File: src/rtl/trng_bit_packer.sv
// Packs serial entropy bits MSB-first into WIDTH-bit words, health-checks them, and queues whole words.
// Latency: a word is at the FIFO head (valid_o) right after the edge that samples its last bit.
// Backpressure: none upstream; a word completed into a full FIFO with no pop is dropped and overflow_o is set.
//
// Ports:
//   clk, rst      - clock; synchronous active-high reset
//   en_i          - packer enable; low discards the partial word and the run history
//   bit_valid_i   - raw bit strobe; bit_i is sampled when bit_valid_i & en_i
//   clr_i         - clears fail_o / overflow_o and the packer state; FIFO contents are kept
//   rd_i          - pop request, ignored while the FIFO is empty
//   word_o        - FIFO head word (fall-through), meaningful while valid_o = 1
//   valid_o       - FIFO not empty
//   level_o       - number of words held, 0..DEPTH
//   fail_o        - sticky repetition-count failure
//   overflow_o    - sticky: a completed word was dropped on a full FIFO
module trng_bit_packer #(
  parameter int unsigned WIDTH     = 32,
  parameter int unsigned DEPTH     = 4,
  parameter int unsigned REP_LIMIT = 16
) (
  input  logic                       clk,
  input  logic                       rst,
  input  logic                       en_i,
  input  logic                       bit_valid_i,
  input  logic                       bit_i,
  input  logic                       clr_i,
  input  logic                       rd_i,
  output logic [WIDTH-1:0]           word_o,
  output logic                       valid_o,
  output logic [$clog2(DEPTH+1)-1:0] level_o,
  output logic                       fail_o,
  output logic                       overflow_o
);

  localparam int unsigned CW = $clog2(WIDTH);       // bit counter, 0..WIDTH-1
  localparam int unsigned AW = $clog2(DEPTH);       // FIFO pointer
  localparam int unsigned LW = $clog2(DEPTH + 1);   // FIFO level, 0..DEPTH
  localparam int unsigned RW = $clog2(REP_LIMIT + 1);

  localparam logic [CW-1:0] LAST_BIT = CW'(WIDTH - 1);
  localparam logic [LW-1:0] FULL_LVL = LW'(DEPTH);
  localparam logic [RW-1:0] REP_MAX  = RW'(REP_LIMIT);

  // Packer state. Only WIDTH-1 bits of history are needed: the incoming bit
  // completes the word, so the register never has to hold a full word.
  logic [WIDTH-2:0] shift_q, shift_d;
  logic [CW-1:0]    bit_cnt_q, bit_cnt_d;
  // Run length of the current run of identical bits; 0 means "no history",
  // so the next accepted bit always starts a fresh run.
  logic [RW-1:0]    run_cnt_q, run_cnt_d;

  // Flags
  logic fail_q, fail_d;
  logic ovf_q, ovf_d;

  // FIFO state
  logic [WIDTH-1:0] mem_q [DEPTH];
  logic [AW-1:0]    wr_ptr_q, wr_ptr_d;
  logic [AW-1:0]    rd_ptr_q, rd_ptr_d;
  logic [LW-1:0]    level_q, level_d;
  logic             valid_q, valid_d;

  // Per-cycle events
  logic [WIDTH-1:0] word_in;
  logic             accept;
  logic             same_run;
  logic [RW-1:0]    run_next;
  logic             fail_evt;
  logic             word_done;
  logic             push_req;
  logic             push;
  logic             pop;
  logic             full;
  logic             drop;

  always_comb begin
    // The word that the current bit would complete.
    word_in   = {shift_q, bit_i};

    // clr_i takes the cycle: a bit presented alongside it is not accepted.
    accept    = en_i & bit_valid_i & ~fail_q & ~clr_i;

    // While a run is live, shift_q[0] is always the previously accepted bit.
    same_run  = (run_cnt_q != '0) && (bit_i == shift_q[0]);
    run_next  = same_run ? (run_cnt_q + RW'(1)) : RW'(1);

    fail_evt  = accept && (run_next == REP_MAX);
    word_done = accept && (bit_cnt_q == LAST_BIT);

    pop       = rd_i && (level_q != '0);
    full      = (level_q == FULL_LVL);

    // The word finished by a failing bit is never stored.
    push_req  = word_done && !fail_evt;
    // A pop on the same edge frees the slot, so a full FIFO can still take it.
    push      = push_req && (!full || pop);
    drop      = push_req && full && !pop;
  end

  // Packer and flag next-state.
  always_comb begin
    shift_d   = shift_q;
    bit_cnt_d = bit_cnt_q;
    run_cnt_d = run_cnt_q;
    fail_d    = fail_q;
    ovf_d     = ovf_q;

    if (clr_i) begin
      fail_d    = 1'b0;
      ovf_d     = 1'b0;
      shift_d   = '0;
      bit_cnt_d = '0;
      run_cnt_d = '0;
    end else if (fail_evt) begin
      fail_d    = 1'b1;
      shift_d   = '0;
      bit_cnt_d = '0;
      run_cnt_d = '0;
    end else begin
      if (!en_i) begin
        shift_d   = '0;
        bit_cnt_d = '0;
        run_cnt_d = '0;
      end else if (accept) begin
        shift_d   = word_in[WIDTH-2:0];
        bit_cnt_d = word_done ? '0 : (bit_cnt_q + CW'(1));
        run_cnt_d = run_next;
      end
      if (drop) begin
        ovf_d = 1'b1;
      end
    end
  end

  // FIFO pointer / level next-state. Pushes never coincide with clr_i or a
  // failure, so only the failure flush needs to override the normal path;
  // a pop under clr_i goes through the normal path and is honoured.
  always_comb begin
    wr_ptr_d = wr_ptr_q;
    rd_ptr_d = rd_ptr_q;
    level_d  = level_q;

    if (fail_evt) begin
      wr_ptr_d = '0;
      rd_ptr_d = '0;
      level_d  = '0;
    end else begin
      if (push) begin
        wr_ptr_d = wr_ptr_q + AW'(1);
      end
      if (pop) begin
        rd_ptr_d = rd_ptr_q + AW'(1);
      end
      if (push && !pop) begin
        level_d = level_q + LW'(1);
      end else if (pop && !push) begin
        level_d = level_q - LW'(1);
      end
    end

    valid_d = (level_d != '0);
  end

  always_ff @(posedge clk) begin
    if (rst) begin
      shift_q   <= '0;
      bit_cnt_q <= '0;
      run_cnt_q <= '0;
      fail_q    <= 1'b0;
      ovf_q     <= 1'b0;
      wr_ptr_q  <= '0;
      rd_ptr_q  <= '0;
      level_q   <= '0;
      valid_q   <= 1'b0;
    end else begin
      shift_q   <= shift_d;
      bit_cnt_q <= bit_cnt_d;
      run_cnt_q <= run_cnt_d;
      fail_q    <= fail_d;
      ovf_q     <= ovf_d;
      wr_ptr_q  <= wr_ptr_d;
      rd_ptr_q  <= rd_ptr_d;
      level_q   <= level_d;
      valid_q   <= valid_d;
    end
  end

  // Storage is cleared on reset so word_o reads 0 out of reset.
  always_ff @(posedge clk) begin
    if (rst) begin
      for (int i = 0; i < DEPTH; i++) begin
        mem_q[i] <= '0;
      end
    end else if (push) begin
      mem_q[wr_ptr_q] <= word_in;
    end
  end

  assign word_o     = mem_q[rd_ptr_q];
  assign valid_o    = valid_q;
  assign level_o    = level_q;
  assign fail_o     = fail_q;
  assign overflow_o = ovf_q;

endmodule
File: config.mk
export PLATFORM = sky130hd
export DESIGN_NAME = trng_bit_packer
export DESIGN_NICKNAME = d
export VERILOG_FILES = /design/src/rtl/trng_bit_packer.sv
export SDC_FILE = /design/constraint.sdc
export NUM_CORES = 1
export LEC_CHECK = 0
export BUFFER_PORTS_ARGS = -buffer_cell sky130_fd_sc_hd__buf_2
export CAP_MARGIN = 20
export CORE_MARGIN = 2
export CORE_UTILIZATION = 45
export CTS_BUF_LIST = sky130_fd_sc_hd__clkbuf_16
export DETAILED_ROUTE_END_ITERATION = 6
export PLACE_DENSITY = 0.72
export SLEW_MARGIN = 20
export SYNTH_ARGS = -nofsm -noshare
export SYNTH_HDL_FRONTEND = slang
export SYNTH_SLANG_ARGS = --single-unit
File: constraint.sdc
create_clock -name clk -period 5.93 [get_ports clk]
set_clock_uncertainty 0.2 [all_clocks]
set_input_delay 1.186 -clock clk [delete_from_list [all_inputs] [get_ports clk]]
set_output_delay 1.186 -clock clk [all_outputs]
set_load 0.01 [all_outputs]
==> impl_summary.txt <==
----------------------------------------------------
[Setup path]
  Data required time of the worst path ... 5780 ps
  Crit path max fanout ... 36
  Worst setup path category ... input pin to flip-flop
  Worst EP arrival ... about 4000 ps
  Startpoint type of the worst setup path ... input pin
  CP endpoint kind ... flip-flop

[Floorplan]
  I/O pin total ... 45
  Die Height ... approximately 140 µm
  Placement row count ... 48
  Initial cell density of the core ... 45.7%
  Core ar. ... 0.0171 mm²
  Die area ... 0.0184 mm²
  Die extent in x ... 136 µm

[Min path]
  Hold/Removal Path Class ... flip-flop to flip-flop

[Synth]
  Cell type with the largest total area after synthesis ... edfxtp_1
  Predominant post-synthesis flop cell ... edfxtp_1
  Number of enable-type register cells in the synthesized netlist ... between 100 and 150
  Cell variety after synth ... 52
  Number of warnings printed during yosys synthesis ... 0
  Flop and latch count out of synthesis ... roughly 180
  Syn Nets ... 616
  Post-synthesis average cell area ... 13.0 µm²
  Cell area after synthesis ... 0.00782 mm²
  Largest cells by area after synthesis ... edfxtp_1 49%, dfxtp_1 14%, and2_1 10%
  Area share of the largest cell type after synthesis ... 49.2%
  Portion of the post-synthesis area used by sequential elements ... 62.7%
  Asr flop ratio synth ... 0%
  Cell count after synthesis ... roughly 600

[Clock tree]
  Reg clk slew, reported paths ... ~60 ps
  Clk sink count ... 181
  Post-CTS Setup Bufs ... 0
  H-Tree Level Count ... 4
  Clock tree from TritonCTS ... yes
  Total of cells resized after clock tree synthesis ... 0
  Root Driver ... clkbuf_16
  Clock buffer depth ... 2
  CTS Buf Count ... 17
  Number of buffers inserted by hold repair at cts ... 0
  Clock latency at the later pin of the worst-skew pair ... 430 ps

[Global route]
  Maximum number of pins on one net before global-route repair ... 42
  Number of global-route vias before repair ... approximately 4800
  Total gr overflow ... 0
  Wire length of the first global-routing pass ... 24.9 mm
  Number of antenna violations at the first check in global routing ... 0
  Overall fraction of global-route tracks in use ... between 10% and 20%

[Status]
  Status ... finished clean

[Finish]
  Net total in the final layout ... 653
  Post-route non-filler standard cell count ... a little under 900
  Number of diodes added for antenna fixing ... 0
  Relative area change from synthesis to final layout ... 13.1%
  Share of final-layout standard cells stronger than drive strength 1 ... between 10% and 20%

[Detailed routing]
  Vias per Instance ... 5.35
  Count of nets left with antenna violations after detail routing ... 0
  DRC violation total after the first TritonRoute iteration ... 320
  Routed wire per std cell ... 17.4 µm
  Via count ... about 4700
  Number of remaining DRC errors ... 0
  Detailed-route wire length ... 15.2 mm
  Number of detailed-routing iterations run before antenna repair ... 5

[Power]
  Worst IR drop on VDD ... 222 µV
  LEAKAGE ... 3.07 nW
  Pwr per Cell Area ... 342 mW/mm²

[STA]
  Fraction of the cycle the final worst path needs ... 70.8%
  Worst slew pin tran ... ~1000 ps
  Time the worst path needs with I/O delays and setup ... around 4200 ps
  Final hold vios ... 0
  Max-Slew Margin vs Limit ... between 30 and 40%
  Unrepaired setup endpoints after global routing ... false
  Setup violations, final ... 0
  Final max-slew violation count ... 0
  Hold_ws ... 296 ps
  Peak Freq ... around 240 MHz
  Setup_tns ... 0 ps

[Flow run]
  Count of max-cap constraint violations ... 0

[Place]
  Count of input and output buffers ... 44
  Post-Place Cells ... 845
  Global placer's final weighted congestion ... approximately 0.8
  Post-detail-place hpwl ... 9.17 mm

----------------------------------------------------
-- placed cells by master, fill, tap and decap left out, types with 2 or more instances in the layout --
cell type and instances:
a31oi_1 3, and3_1 2, nand3_1 8, clkbuf_16 17
a21oi_1 40, nor3_1 8, and2_1 128, dfxtp_1 52
o22ai_1 2, o21ai_0 5, bufinv_16 3, mux4_2 32
mux2i_1 2, a211oi_1 2, xor2_1 3, clkinv_2 2
o41ai_1 2, o31ai_1 2, clkinvlp_4 2, nand2_1 70
clkinv_1 3, xnor2_1 4, nor2b_1 5, inv_1 12
nand3b_1 3, or2_2 4, ha_1 7, nor2_1 21
edfxtp_1 128, buf_4 9, buf_2 44
-- routing by layer --
layer	share of wire (%)	vias to the layer above	global-route usage (%)
met4	2.2	0	7.12
met3	4.0	26	3.44
met5	0	-	0
met2	50	115	30.5
met1	44	2311	22.9
li1	-	2240	-
-- where the power goes --
part	internal [mW]	total [mW]	leakage [nW]	switching (mW)
logic	0.226	0.487	1.13	0.260
registers	1.41	1.44	1.65	0.0270
clock network	0.650	1.10	0.290	0.449
-- synth_stat cells, types with 6 or more instances --
cell type,instances
nor2_1,21
inv_1,8
a21oi_1,40
ha_1,7
nor3_1,8
edfxtp_1,128
and2_1,128
nand3_1,8
clkbuf_1,17
nand2_1,70
mux4_2,32
clkbuf_2,6
dfxtp_1,53
buf_1,7
-- stage by stage --
step	util (%)	power (mW)	cell area (µm²)	setup WS [ps]
floorplan	-	1.80	7820	1540
global placement	48.3	1.96	8260	1380
detailed placement	48.3	1.97	8260	1270
CTS	51.6	3.06	8840	1690
global route	51.6	3.15	8840	1490
finish	51.6	3.03	8840	1730
-- cell families after synthesis --
logic type | Yosys count | synth area share, %
adders and majority gates | 7 | 1.12
xor gates and xnor gates | 7 | 0.784
AOI/OAI and AO/OA | 67 | 5.14
DFF | 181 | 62.7
muxes | 34 | 9.48
buffers and inverters | 43 | 2.24
and+or+nand+nor | 263 | 18.5
-- cell type report --
type                    instances  area (µm²)
clock buffers                  17         425
clock inverters                15         150
fillers                      1461        8280
inverters                       8        30.0
multi-input cells             378        2760
flip-flops and latches        181        4910
well taps                     225         282
repair buffers                 53         288
-- path summary, 6_finish.rpt --
path / start / endpoint / slack [ps] / cells after the start
min: bit_cnt_q[3] / bit_cnt_q[3] / 300 / 2
max reg2reg: fail_o / mem_q[2][11] / 2240 / 9
min reg2reg: bit_cnt_q[3] / bit_cnt_q[3] / 300 / 2
max: clr_i / mem_q[2][11] / 1730 / 10
-- critical path, cell delays in order --
cell	delay [ps]
buf_2	130
nor4bb_4	240
buf_4	410
nand2_2	150
nor3_2	260
nor2_2	140
nor3_4	190
buf_4	360
and3b_1	240
or2_2	700
-- sequential cells by signal, summed over array words and instances (netlist names), named ones only --
signal and cells:
overflow_o 1, level_o 3, run_cnt_q 5, wr_ptr_q 2
valid_o 1, mem_q 128, bit_cnt_q 5, shift_q 31
fail_o 1, rd_ptr_q 2
Note: power is estimated with default switching activity, not from simulation.
